$ cat config.mk
export PLATFORM = sky130hd
export DESIGN_NAME = receiver
export DESIGN_NICKNAME = d
export VERILOG_FILES = /design/src/rtl/uart_pkg.sv /design/src/rtl/sync_2ff.sv /design/src/rtl/receiver.sv
export SDC_FILE = /design/constraint.sdc
export NUM_CORES = 1
export LEC_CHECK = 0
export CAP_MARGIN = 10
export CORE_ASPECT_RATIO = 0.6
export CORE_MARGIN = 3
export CORE_UTILIZATION = 55
export DETAILED_ROUTE_END_ITERATION = 16
export HOLD_SLACK_MARGIN = 0.1
export PLACE_DENSITY_LB_ADDON = 0.2
export SLEW_MARGIN = 0
export SYNTH_ARGS = -nofsm -noshare
export SYNTH_HDL_FRONTEND = slang
export SYNTH_SLANG_ARGS = --single-unit
$ cat constraint.sdc
create_clock -name clk -period 2.2 [get_ports clk]
set_input_delay 0.22 -clock clk [delete_from_list [all_inputs] [get_ports clk]]
set_output_delay 0.22 -clock clk [all_outputs]
set_load 0.02 [all_outputs]
$ cat src/rtl/uart_pkg.sv
// Shared UART definitions: default frame geometry, board baud/clock constants,
// receiver state encoding and a counter-width helper.
package uart_pkg;

    localparam int DATA_WIDTH = 8;
    localparam int OVERSAMPLE = 16;

    localparam int CLK_HZ = 50_000_000;
    localparam int BAUD   = 115200;
    localparam int BIT_NS = 8680;

    // Receiver FSM encoding, kept as plain constants for legacy tools.
    localparam logic [2:0] IDLE      = 3'd0;
    localparam logic [2:0] START     = 3'd1;
    localparam logic [2:0] DATA      = 3'd2;
    localparam logic [2:0] STOP      = 3'd3;
    localparam logic [2:0] WAIT_IDLE = 3'd4;

    // Bits needed to count 0..v-1, never less than one bit.
    function automatic int clog2_min1(input int v);
        return (v <= 2) ? 1 : $clog2(v);
    endfunction

endpackage

$ cat src/rtl/sync_2ff.sv
// Two-flop synchronizer for a single asynchronous input.
// The reset value is a parameter so an idle-high line can come out of reset
// looking idle.
module sync_2ff #(
    parameter logic RESET_VAL = 1'b1
) (
    input  logic clk,
    input  logic rst,
    input  logic i_d,
    output logic o_q
);

    logic r_meta;
    logic r_sync;

    // Shift the asynchronous input through two flops.
    always_ff @(posedge clk or posedge rst) begin
        if (rst) begin
            // NOTE: preset to the idle level, otherwise release from reset
            // would look like a falling edge on the line.
            r_meta <= RESET_VAL;
            r_sync <= RESET_VAL;
        end else begin
            // NOTE: non-blocking so the two stages form a real two-flop chain.
            r_meta <= i_d;
            r_sync <= r_meta;
        end
    end

    assign o_q = r_sync;

endmodule

$ cat src/rtl/receiver.sv
// UART 8N1 receiver using a 16x oversampling tick.
// Start bit is confirmed at mid-bit, data bits are sampled at mid-bit
// LSB-first, and the stop bit is sampled SB_TICK ticks after the last data
// sample.
// Optional build macro RX_FRAMING_CHECK_EN adds the frame_err port and a
// WAIT_IDLE state that holds off new frames until the line returns high.
module receiver #(
    parameter int DATA_WIDTH = uart_pkg::DATA_WIDTH,
    parameter int OVERSAMPLE = uart_pkg::OVERSAMPLE,
    parameter int SB_TICK    = 16
) (
    input  logic                  clk,
    input  logic                  rst,
    input  logic                  tick,
    input  logic                  rx_in,
    output logic [DATA_WIDTH-1:0] rx_out,
    output logic                  rx_dv
`ifdef RX_FRAMING_CHECK_EN
    ,
    output logic                  frame_err
`endif
);

    import uart_pkg::*;

    // s_cnt must also reach SB_TICK-1 in the stop state.
    localparam int SW = clog2_min1((OVERSAMPLE > SB_TICK) ? OVERSAMPLE : SB_TICK);
    localparam int NW = clog2_min1(DATA_WIDTH);

    localparam logic [SW-1:0] S_HALF = SW'(OVERSAMPLE / 2 - 1);
    localparam logic [SW-1:0] S_LAST = SW'(OVERSAMPLE - 1);
    localparam logic [SW-1:0] S_STOP = SW'(SB_TICK - 1);
    localparam logic [NW-1:0] N_LAST = NW'(DATA_WIDTH - 1);

    logic                  w_rx_s;
    logic [2:0]            r_state;
    logic [SW-1:0]         r_s_cnt;
    logic [NW-1:0]         r_n_cnt;
    logic [DATA_WIDTH-1:0] r_shreg;
    logic [DATA_WIDTH-1:0] r_rx_out;
    logic                  r_rx_dv;
`ifdef RX_FRAMING_CHECK_EN
    logic                  r_frame_err;
`endif

    sync_2ff #(
        .RESET_VAL (1'b1)
    ) u_sync (
        .clk (clk),
        .rst (rst),
        .i_d (rx_in),
        .o_q (w_rx_s)
    );

    // Frame FSM: tick-paced counters, shift register and output strobes.
    always_ff @(posedge clk or posedge rst) begin
        if (rst) begin
            r_state   <= IDLE;
            r_s_cnt   <= '0;
            r_n_cnt   <= '0;
            r_shreg   <= '0;
            r_rx_out  <= '0;
            r_rx_dv   <= 1'b0;
`ifdef RX_FRAMING_CHECK_EN
            r_frame_err <= 1'b0;
`endif
        end else begin
            // NOTE: strobes default low each cycle, so a single assignment
            // below yields exactly one clock of valid.
            r_rx_dv <= 1'b0;
`ifdef RX_FRAMING_CHECK_EN
            r_frame_err <= 1'b0;
`endif
            case (r_state)
                IDLE: begin
                    if (!w_rx_s) begin
                        r_s_cnt <= '0;
                        r_state <= START;
                    end
                end

                START: begin
                    if (tick) begin
                        if (r_s_cnt == S_HALF) begin
                            if (!w_rx_s) begin
                                r_s_cnt <= '0;
                                r_n_cnt <= '0;
                                r_state <= DATA;
                            end else begin
                                // Line went back high before mid-bit: glitch.
                                r_state <= IDLE;
                            end
                        end else begin
                            r_s_cnt <= r_s_cnt + 1'b1;
                        end
                    end
                end

                DATA: begin
                    if (tick) begin
                        if (r_s_cnt == S_LAST) begin
                            r_s_cnt <= '0;
                            r_shreg <= {w_rx_s, r_shreg[DATA_WIDTH-1:1]};
                            if (r_n_cnt == N_LAST) begin
                                r_state <= STOP;
                            end else begin
                                r_n_cnt <= r_n_cnt + 1'b1;
                            end
                        end else begin
                            r_s_cnt <= r_s_cnt + 1'b1;
                        end
                    end
                end

                STOP: begin
                    if (tick) begin
                        if (r_s_cnt == S_STOP) begin
`ifdef RX_FRAMING_CHECK_EN
                            if (w_rx_s) begin
                                r_rx_out <= r_shreg;
                                r_rx_dv  <= 1'b1;
                                r_state  <= IDLE;
                            end else begin
                                r_frame_err <= 1'b1;
                                r_state     <= WAIT_IDLE;
                            end
`else
                            // Stop level is not checked in this build.
                            r_rx_out <= r_shreg;
                            r_rx_dv  <= 1'b1;
                            r_state  <= IDLE;
`endif
                        end else begin
                            r_s_cnt <= r_s_cnt + 1'b1;
                        end
                    end
                end

`ifdef RX_FRAMING_CHECK_EN
                WAIT_IDLE: begin
                    // A held-low (break) line must not spawn back-to-back frames.
                    if (w_rx_s) begin
                        r_state <= IDLE;
                    end
                end
`endif

                default: begin
                    r_state <= IDLE;
                end
            endcase
        end
    end

    assign rx_out = r_rx_out;
    assign rx_dv  = r_rx_dv;
`ifdef RX_FRAMING_CHECK_EN
    assign frame_err = r_frame_err;
`endif

endmodule
==> results.py <==
metrics = {
    "worst_setup_path": {
        "endpoint_kind": "flip-flop",
        "crit_arrival_ns": 2.21,
        "crit_type": "flip-flop to flip-flop",
        "start_kind": "flip-flop",
        "cp.required_ns": 2.39,
        "cp_max_fo": 11,
    },
    "floorplan": {
        "pin_count": 13,
        "initial_core_util_pct": 61.0,
        "dieHeight_um": 45.1,
        "dieWidth_um": 71.1,
        "core-area_um2": 2290,
        "rows": 13,
        "die_area_um2": 3200,
    },
    "sta": {
        "finalCriticalPeriod_ns": 2.02,
        "finalHoldViolCount": 0,
        "fin_skew_ns": 0.0116,
        "period_share_pct": 91.9,
        "drv_slew": 0,
        "tightest_slew_ns": 0.430,
        "finalSetupTns_ns": 0,
        "setup-violations-final": 0,
        "rsz0062_at_grt": "no",
        "max_freq_mhz": 495,
        "max_slew_margin_pct": 71.4,
    },
    "run_status": {
        "run_status": "finished, final reports clean",
    },
    "drt": {
        "wl_per_cell_um": 16.2,
        "drt_pass1_iterations": 4,
        "drcViolationCount": 0,
        "vias_per_cell": 5.88,
        "vias": 911,
        "drt_iter0_drc": 64,
        "antenna_left": 0,
        "routed_wirelength_um": 2510,
    },
    "synth": {
        "ys_ff_latch": 28,
        "syn-cell-area_um2": 1400,
        "syn-num-nets": 123,
        "ys_types": 33,
        "yosysSeqAreaShare_pct": 50.3,
        "synth_cells": 110,
        "syn_avg_cell_area_um2": 12.7,
        "ys_warn_count": 0,
    },
    "cts": {
        "cts_tree": "done",
        "cts_root_buffer": "clkbuf_8",
        "cts_inserted_buffers": 3,
        "clk_path_buf_depth": 2,
        "cts-htree-levels": 1,
        "clock-sinks": 28,
        "clk_pin_slew_worst_paths_ns": 0.09,
        "clock_latency_ns": 0.28,
    },
    "global_route": {
        "antenna_found_initial": 0,
        "grt_first_pass_wirelength_um": 4070,
        "gr-total-overflow": 0,
        "grt_max_degree": 29,
        "grt_usage_pct": 17.1,
        "grt_pass1_vias": 892,
    },
    "place": {
        "gp_congestion": 0.905,
        "port_buffers": 12,
        "dp_hpwl_um": 1770,
    },
    "finish": {
        "antenna_cells": 0,
        "area_growth_syn_to_layout_pct": 13.3,
        "fill_cells": 162,
        "finalCoreUtilization_pct": 69.1,
        "drive_gt1_share_pct": 25.6,
        "final_nets": 139,
    },
    "hold_path": {
        "holdCritPathClass": "input pin to asynchronous set/reset pin",
    },
    "power": {
        "ir_drop_mv": 0.439,
        "p_leak_nw": 0.755,
        "powerDensity_nw_per_um2": 859,
    },
    "flow_run": {
        "cap_violations": 0,
    },
}
[synth_stat cells]
master | n | area share [%]
a21oi_1 | 1 | 0.36
nand3_1 | 4 | 1.4
a31oi_1 | 2 | 0.89
o211ai_1 | 1 | 0.54
a41oi_1 | 2 | 1.3
nand4b_1 | 1 | 0.63
nand4_1 | 1 | 0.45
and4b_2 | 1 | 0.80
and2_1 | 1 | 0.45
nor2b_1 | 2 | 0.89
and3_1 | 1 | 0.45
or3_2 | 1 | 0.54
mux2i_1 | 4 | 2.9
or2_2 | 1 | 0.45
xnor2_1 | 1 | 0.63
o2111a_1 | 1 | 0.80
o21ai_0 | 2 | 0.72
inv_1 | 10 | 2.7
a22oi_1 | 1 | 0.54
a22o_2 | 1 | 0.72
or3_1 | 1 | 0.45
o21bai_1 | 1 | 0.54
buf_6 | 3 | 2.4
dfstp_2 | 2 | 3.8
a2111oi_4 | 1 | 2.0
nand2_1 | 7 | 1.9
ha_1 | 9 | 8.1
dfrtp_1 | 26 | 47
mux2_2 | 17 | 14
nor3_2 | 1 | 0.72
nor2_1 | 1 | 0.27
mux2_4 | 1 | 1.1
a22o_1 | 1 | 0.63
[state kept, by name (all words and copies together), names as in the netlist]
name,cells
r_n_cnt,3
r_s_cnt,4
u_sync.r_meta,1
r_state,2
rx_out,8
u_sync.o_q,1
rx_dv,1
r_shreg,8
[power breakdown]
part / internal, mW / switching [mW] / total, mW
registers: 0.561 / 0.0516 / 0.612
clock network: 0.130 / 0.150 / 0.279
logic: 0.190 / 0.281 / 0.471
total: 0.880 / 0.482 / 1.36
[through the flow]
step / total power, mW / setup WS [ns] / cell area, um2 / instances / hold slack (ns)
2_1_floorplan: 0.969 / 0.305 / 1400 / 110 / 0.224
4_1_cts: 1.35 / 0.0841 / 1580 / 155 / 0.322
3_3_place_gp: 1.03 / 0.204 / 1540 / 151 / 0.346
3_5_place_dp: 1.06 / 0.0922 / 1540 / 151 / 0.350
6_report: 1.36 / 0.179 / 1590 / 155 / 0.301
5_1_grt: 1.44 / 0.0334 / 1590 / 155 / 0.330
[critical path, cell delays in order, from the launching register on]
cell and delay, ns:
dfrtp_1 0.42, inv_1 0.12, ha_2 0.28, or3_2 0.43, o211ai_1 0.24, and3_1 0.25
mux2i_1 0.21
[timing repair]
| item | 4_1_cts | 5_1_grt |
|---|---|---|
| hold buffers | 0 | 0 |
| resized for setup | 0 | 1 |
| buffers inserted | 0 | 0 |
| endpoints found under the setup margin | 0 | 5 |
[metal layers]
metal  vias to the layer above  global-route usage [%]  wire [um]
li1                        422                       -          -
met1                       446                    23.0       1230
met2                        34                    26.9       1090
met3                         9                    5.56        141
met4                         0                    5.62         46
met5                         -                       0          0
[cell families after synthesis]
family / after synthesis / synth area share [%]
flops: 28 / 50.3
compound gates: 14 / 8.95
buf+inv: 13 / 5.10
xor+xnor: 1 / 0.626
mux: 22 / 17.6
simple gates: 23 / 9.39
fa+ha+maj: 9 / 8.05
[path summary, 6_finish.rpt]
kind                                     from  depth (start not counted)  slack (ns)       endpoint
worst min-delay path                      rst                          3        0.30     r_n_cnt[0]
worst min register to register  u_sync.r_meta                          0        0.36     u_sync.o_q
worst max-delay path               r_state[0]                          6        0.18     r_state[0]
min in group clk                        rx_in                          1        0.36  u_sync.r_meta
worst max register to register     r_state[0]                          6        0.18     r_state[0]
max in group asynchronous                 rst                          3        1.57  u_sync.r_meta
[cell usage in the layout (no fill, tap or decap), types with 2 or more instances in the layout]
cell type / netlist / routed
dfstp_2: 2 / 2
dfrtp_1: 26 / 26
a41oi_1: 2 / 2
mux2i_1: 4 / 4
nand3_1: 4 / 4
nor2b_1: 2 / 2
o21ai_0: 2 / 2
inv_1: 10 / 10
nand2_1: 7 / 7
buf_4: 0 / 2
ha_1: 9 / 8
clkdlybuf4s50_1: 0 / 12
a31oi_1: 2 / 2
mux2_2: 17 / 17
clkbuf_8: 0 / 3
[final cells by class]
class	instances	area (um2)	area share, %
well taps	30	37.5	2.37
flip-flops and latches	28	703	44.4
repair buffers	14	135	8.52
clock buffers	4	45.0	2.84
inverters	10	37.5	2.37
multi-input cells	69	627	39.5
Note: power is estimated with default switching activity, not from simulation.
